`config.mk`:
```
export PLATFORM = sky130hd
export DESIGN_NAME = mem_access_ctrl_flat
export DESIGN_NICKNAME = d
export VERILOG_FILES = /design/src/rtl/cpu_types_pkg.sv /design/src/rtl/mem_access_ctrl_if.sv /design/src/rtl/sat_counter.sv /design/src/rtl/mem_access_ctrl.sv /design/src/flat_wrapper.sv
export SDC_FILE = /design/constraint.sdc
export NUM_CORES = 1
export LEC_CHECK = 0
export BUFFER_PORTS_ARGS = -buffer_cell sky130_fd_sc_hd__buf_2
export CAP_MARGIN = 25
export CORE_ASPECT_RATIO = 1.75
export CORE_MARGIN = 8
export CORE_UTILIZATION = 52
export DETAILED_ROUTE_END_ITERATION = 8
export GPL_TIMING_DRIVEN = 0
export HOLD_SLACK_MARGIN = 0.02
export PLACE_DENSITY = 0.88
export REMOVE_ABC_BUFFERS = 1
export SLEW_MARGIN = 5
export SYNTH_ARGS = -nofsm -noshare
export SYNTH_HDL_FRONTEND = slang
export SYNTH_SLANG_ARGS = --single-unit
export TNS_END_PERCENT = 10
```
`constraint.sdc`:
```
create_clock -name CLK -period 5.4 [get_ports CLK]
set_input_delay 0.54 -clock CLK [delete_from_list [all_inputs] [get_ports CLK]]
set_output_delay 0.54 -clock CLK [all_outputs]
set_load 0.02 [all_outputs]
```
`src/rtl/cpu_types_pkg.sv`:
```
// cpu_types_pkg: shared CPU datapath types used by the MEM-stage access controller
package cpu_types_pkg;
    typedef logic [31:0] word_t;
    typedef enum logic [1:0] {IDLE, BUSY, HOLD} memctrl_state_t;
endpackage

```
`src/rtl/mem_access_ctrl_if.sv`:
```
// mem_access_ctrl_if: EX/MEM request, dcache handshake and MEM/WB control bundle
interface mem_access_ctrl_if;
    import cpu_types_pkg::*;
    logic  dREN_in, dWEN_in, pipe_adv, dhit;
    logic  dmemREN, dmemWEN, mem_stall, mem_wb_wen;
    word_t addr_in, store_in, dmemload;
    word_t dmemaddr, dmemstore, dMemLoad;
    modport master (
        input  dREN_in, dWEN_in, addr_in, store_in, pipe_adv, dhit, dmemload,
        output dmemREN, dmemWEN, dmemaddr, dmemstore, dMemLoad, mem_stall, mem_wb_wen
    );
    modport slave (
        output dREN_in, dWEN_in, addr_in, store_in, pipe_adv, dhit, dmemload,
        input  dmemREN, dmemWEN, dmemaddr, dmemstore, dMemLoad, mem_stall, mem_wb_wen
    );
endinterface

```
`src/rtl/sat_counter.sv`:
```
// sat_counter: W-bit up counter with sync clear that sticks at all-ones
module sat_counter #(
    parameter int W = 32
) (
    input  logic         clk,
    input  logic         rst,
    input  logic         clr,
    input  logic         inc,
    output logic [W-1:0] cnt
);
    // count up on inc, hold once every bit is set
    always_ff @(posedge clk) begin
        if (rst || clr)
            cnt <= '0;
        else if (inc && !(&cnt))
            cnt <= cnt + W'(1);
    end
endmodule

```
`src/rtl/mem_access_ctrl.sv`:
```
// mem_access_ctrl: MEM-stage dcache handshake, load capture, stall and MEM/WB write enable
module mem_access_ctrl
    import cpu_types_pkg::*;
#(
    parameter int TIMEOUT = 256,
    parameter int CNT_W   = 32
) (
    input  logic                CLK,
    input  logic                RST,
    mem_access_ctrl_if.master   bus,
    output logic                timeout_err,
    output logic [CNT_W-1:0]    stall_cycles
);
    localparam int WD_W = $clog2(TIMEOUT) + 1;
    memctrl_state_t  state;
    word_t           addr_r, store_r, load_r;
    logic            req, done, hit_load;
    logic [WD_W-1:0] wd_cnt;
    assign bus.dmemaddr  = addr_r;
    assign bus.dmemstore = store_r;
    // stall/advance decode; a load hit is forwarded straight to MEM/WB in its hit cycle
    always_comb begin
        req            = bus.dREN_in | bus.dWEN_in;
        done           = (state == BUSY && bus.dhit && bus.pipe_adv) || (state == HOLD && bus.pipe_adv);
        bus.mem_stall  = ((state == IDLE && req) || state == BUSY || state == HOLD) && !done;
        bus.mem_wb_wen = bus.pipe_adv && !bus.mem_stall;
        hit_load       = state == BUSY && bus.dhit && bus.dmemREN;
        bus.dMemLoad   = hit_load ? bus.dmemload : load_r;
    end
    // request FSM; dmemREN/dmemWEN double as the latched access type while BUSY
    always_ff @(posedge CLK) begin
        if (RST) begin
            state       <= IDLE;
            bus.dmemREN <= 1'b0;
            bus.dmemWEN <= 1'b0;
            addr_r      <= '0;
            store_r     <= '0;
            load_r      <= '0;
            timeout_err <= 1'b0;
        end else begin
            case (state)
                IDLE: if (req) begin
                    addr_r      <= bus.addr_in;
                    store_r     <= bus.store_in;
                    bus.dmemWEN <= bus.dWEN_in;
                    bus.dmemREN <= !bus.dWEN_in;
                    state       <= BUSY;
                end
                BUSY: if (bus.dhit) begin
                    if (bus.dmemREN) load_r <= bus.dmemload;
                    bus.dmemREN <= 1'b0;
                    bus.dmemWEN <= 1'b0;
                    state       <= bus.pipe_adv ? IDLE : HOLD;
                end else if (wd_cnt == WD_W'(TIMEOUT - 2)) begin
                    timeout_err <= 1'b1;
                end
                HOLD: if (bus.pipe_adv) state <= IDLE;
                default: state <= IDLE;
            endcase
        end
    end
    sat_counter #(.W(CNT_W)) u_stall_cnt (
        .clk (CLK),
        .rst (RST),
        .clr (1'b0),
        .inc (bus.mem_stall),
        .cnt (stall_cycles)
    );
    sat_counter #(.W(WD_W)) u_watchdog (
        .clk (CLK),
        .rst (RST),
        .clr (state == IDLE && req),
        .inc (state == BUSY && !bus.dhit),
        .cnt (wd_cnt)
    );
endmodule

```
`src/flat_wrapper.sv`:
```
// flat-port wrapper written by rule: the top's interface ports become plain ports
module mem_access_ctrl_flat import cpu_types_pkg::*;
#(
    parameter int TIMEOUT = 256,
    parameter int CNT_W   = 32
)
  (CLK, RST, timeout_err, stall_cycles, bus_dREN_in, bus_dWEN_in, bus_addr_in, bus_store_in, bus_pipe_adv, bus_dhit, bus_dmemload, bus_dmemREN, bus_dmemWEN, bus_dmemaddr, bus_dmemstore, bus_dMemLoad, bus_mem_stall, bus_mem_wb_wen);
  mem_access_ctrl_if bus_i ();
  input  logic CLK;
  input  logic RST;
  output logic timeout_err;
  output logic [CNT_W-1:0] stall_cycles;
  input wire logic [$bits(bus_i.dREN_in)-1:0] bus_dREN_in;
  input wire logic [$bits(bus_i.dWEN_in)-1:0] bus_dWEN_in;
  input wire logic [$bits(bus_i.addr_in)-1:0] bus_addr_in;
  input wire logic [$bits(bus_i.store_in)-1:0] bus_store_in;
  input wire logic [$bits(bus_i.pipe_adv)-1:0] bus_pipe_adv;
  input wire logic [$bits(bus_i.dhit)-1:0] bus_dhit;
  input wire logic [$bits(bus_i.dmemload)-1:0] bus_dmemload;
  output wire logic [$bits(bus_i.dmemREN)-1:0] bus_dmemREN;
  output wire logic [$bits(bus_i.dmemWEN)-1:0] bus_dmemWEN;
  output wire logic [$bits(bus_i.dmemaddr)-1:0] bus_dmemaddr;
  output wire logic [$bits(bus_i.dmemstore)-1:0] bus_dmemstore;
  output wire logic [$bits(bus_i.dMemLoad)-1:0] bus_dMemLoad;
  output wire logic [$bits(bus_i.mem_stall)-1:0] bus_mem_stall;
  output wire logic [$bits(bus_i.mem_wb_wen)-1:0] bus_mem_wb_wen;
  assign bus_i.dREN_in = bus_dREN_in;
  assign bus_i.dWEN_in = bus_dWEN_in;
  assign bus_i.addr_in = bus_addr_in;
  assign bus_i.store_in = bus_store_in;
  assign bus_i.pipe_adv = bus_pipe_adv;
  assign bus_i.dhit = bus_dhit;
  assign bus_i.dmemload = bus_dmemload;
  assign bus_dmemREN = bus_i.dmemREN;
  assign bus_dmemWEN = bus_i.dmemWEN;
  assign bus_dmemaddr = bus_i.dmemaddr;
  assign bus_dmemstore = bus_i.dmemstore;
  assign bus_dMemLoad = bus_i.dMemLoad;
  assign bus_mem_stall = bus_i.mem_stall;
  assign bus_mem_wb_wen = bus_i.mem_wb_wen;
  mem_access_ctrl #(.TIMEOUT(TIMEOUT), .CNT_W(CNT_W)) u_core (.CLK(CLK), .RST(RST), .bus(bus_i), .timeout_err(timeout_err), .stall_cycles(stall_cycles));
endmodule
```
==> summary.md <==
| Metric | Value |
|---|---|
| Power, Total | 2.639 mW |
| Fin Hold WS | 361.2 ps |
| Final Slew Violations | 0 |
| Setup crit end kind | output port |
| RSZ-0062 raised after global routing | no |
| Iter 0 DRT Violations | 298 |
| Reg2reg path depth | 6 |
| Final hold vios | 0 |
| Setup violations, final | 0 |
| Sequential fraction of the synthesis area | 0.4952 |
| CP startpoint | u_core.state[0] |
| Outcome | finished, final reports clean |
| VDD IR max | 0.2729 mV |
| Average wire per standard cell | 16.41 um |
| Slew margin rel. | 0.5152 |
| H-tree Lvls | 4 |
| CTS tree | built |
| Clk_lat worst skew | 410 ps |
| Global-route wire length before repair | 26680 um |
| Post-Route WL | 16790 um |
| Worst Hold Class | input port to flip-flop |
| Critical-path cell list | nand2_1 > nor2_1 > nand2_1 > buf_16 > mux2_2 > buf_2 |
| Largest area contributor in the netlist | dfxtp_1 |
| Congestion Overflow GR | 0 |
| Clock root buffer master | clkbuf_16 |
| Starting Density | 0.5230 |
| Drt first pass iters | 5 |
| Period Utilization, post-route | 0.5342 |
| CTS buffer count | 17 |
| Dpl cell area | 0.007054 mm2 |
| Most common cell after layout, fill and taps aside | buf_2 |
| Worst Clk Skew | 11.58 ps |
| Critical Path AT | 2340 ps |
| Synth cell types | 50 |
| Vias in the first global route | 5456 |
| Finished Core Util | 0.6979 |
| GP Congestion | 0.8847 |
| Seq cells post-synth | 142 |
| Hold Buf Count CTS | 0 |
| Synth top area share | 0.4952 |
| Die X | 95.43 um |
| Layout Nets | 984 |
| Die Area | 0.01479 mm2 |
| Worst-path clk slew | 60 ps |
| Synth Flop Type | dfxtp_1 |
| Clock sink total | 142 |
| Total track usage | 0.2290 |
| # DRC | 0 |
| Post-Syn Area | 0.005741 mm2 |
| Syn_area_per_cell | 8.724 um2 |
| Via-per-instance ratio | 5.362 |
| FP Rows | 51 |
| Max-capacitance violation count | 0 |
| Fmax | 0.3467 GHz |
| Most frequent cells in the layout | buf_2, nand2_1, dfxtp_1 |
| Initial antenna violation count | 1 |
| Post-synth EDFFs | 0 |
| Largest net degree at the start of global routing | 92 |
| Hold wc startpoint | bus_store_in[30] |
| Startpoint Class | flip-flop |
| Cell area power density | 344.5 mW/mm2 |
| Layout Cells excl Fill | 1023 |
| Worst-Margin Slew | 727.2 ps |
| Area contributors post-synth | dfxtp_1, nand2_1, a21oi_1, mux2_2, nor2b_1 |
| CP max FO | 22 |
| P_leak | 3.483 nW |
| Placed Cells | 991 |
| Number of routed nets with antenna violations | 0 |
| Synth warnings | 0 |
| Required @ worst endpoint | 4860 ps |
| Crit path top cell by count | nand2_1 |
| Crit path kind | flip-flop to output port |
| Crit path max-delay cell type | dfxtp_1 |
| Clock buffer depth | 2 |
| IO Count | 235 |
| Post-Syn Instances | 658 |
| Hold Crit Depth | 3 |
| Crit-path max cell delay | 490 ps |
| Via count | 5485 |
| Final Critical Period | 2885 ps |
| Core ar. | 0.01098 mm2 |
| Share of post-route cells with drive strength above 1 | 0.3551 |
| HPWL Detailed | 12460 um |
| Ys async rst share | 0 |
| I/O Buffers | 234 |
| Die height | 155.0 um |
| Postcts setup bufs | 0 |
| FF-to-FF Start | u_core.u_stall_cnt.cnt[0] |
| P&R area growth vs syn | 33.44% |
| Number of gates resized after cts | 0 |
| Cell area after layout | 0.007660 mm2 |
## metal layers
| metal | track usage | vias to the layer above | part of all wire |
|---|---|---|---|
| met2 | 0.4112 | 205 | 0.55 |
| li1 | - | 2693 | - |
| met3 | 0.07767 | 47 | 0.075 |
| met5 | 0 | - | 0 |
| met1 | 0.2225 | 2540 | 0.34 |
| met4 | 0.1150 | 0 | 0.038 |
## layout make-up
type                    instances  area, um2
well taps                     132      165.2
repair buffers                239       1296
clock buffers                  19      442.9
flip-flops and latches        142       2843
fillers                       843       3316
multi-input cells             468       2713
inverters                      10      37.54
diodes                          1      2.502
clock inverters                12      160.2
## Yosys cell counts, types with 6 or more instances
library cell  number
nand2_1          147
dfxtp_1          142
a21oi_1           93
nor2b_1           39
mux2_2            34
nor2_1            31
clkbuf_1          23
nand3_1           13
or3_1             13
buf_1             10
inv_1             10
nand4_1           10
o21ai_0           10
or4_1              8
o31ai_1            7
xnor2_1            6
## worst max-delay path: cells and delay by family (launching register included)
kind | cells | cell delay (ps)
mux | 1 | 290
flops | 1 | 490
simple gates | 3 | 660
buf+inv | 2 | 490
## final timing paths
kind | end | slack (ps)
max | bus_dMemLoad[16] | 2520
min | u_core.bus.dmemstore[30] | 360
max reg2reg | u_core.u_stall_cnt.cnt[13] | 2660
min reg2reg | u_core.bus.dmemaddr[15] | 450
## kinds of logic after synthesis
group / count (synthesis) / share of synthesized area
AO/OA/AOI/OAI: 130 / 0.1340
XOR/XNOR: 11 / 0.01678
adder cells (fa/ha/maj): 4 / 0.008719
buffers and inverters: 48 / 0.03444
flip-flops: 142 / 0.4952
multiplexers: 37 / 0.07302
AND/OR/NAND/NOR: 286 / 0.2378
## registers in the layout, summed over array words and instances, names as in the netlist
name	cells
u_core.bus.dmemREN	1
u_core.bus.dmemaddr	32
u_core.u_watchdog.cnt	9
u_core.bus.dmemWEN	1
u_core.state	2
u_core.load_r	32
u_core.timeout_err	1
u_core.u_stall_cnt.cnt	32
u_core.bus.dmemstore	32
## power breakdown
part | switching [mW] | leakage, nW | internal (mW)
logic | 0.207 | 2.03 | 0.120
clock network | 0.445 | 0.294 | 0.741
registers | 0.0298 | 1.16 | 1.10
total | 0.682 | 3.48 | 1.96
## per-stage QoR
stage          setup TNS [ps]  setup slack (ps)
2_1_floorplan               0             294.1
5_1_grt                     0              2342
6_report                    0              2515
3_5_place_dp                0              2707
4_1_cts                     0              2482
3_3_place_gp           -90370             -2492
Note: power is estimated with default switching activity, not from simulation.
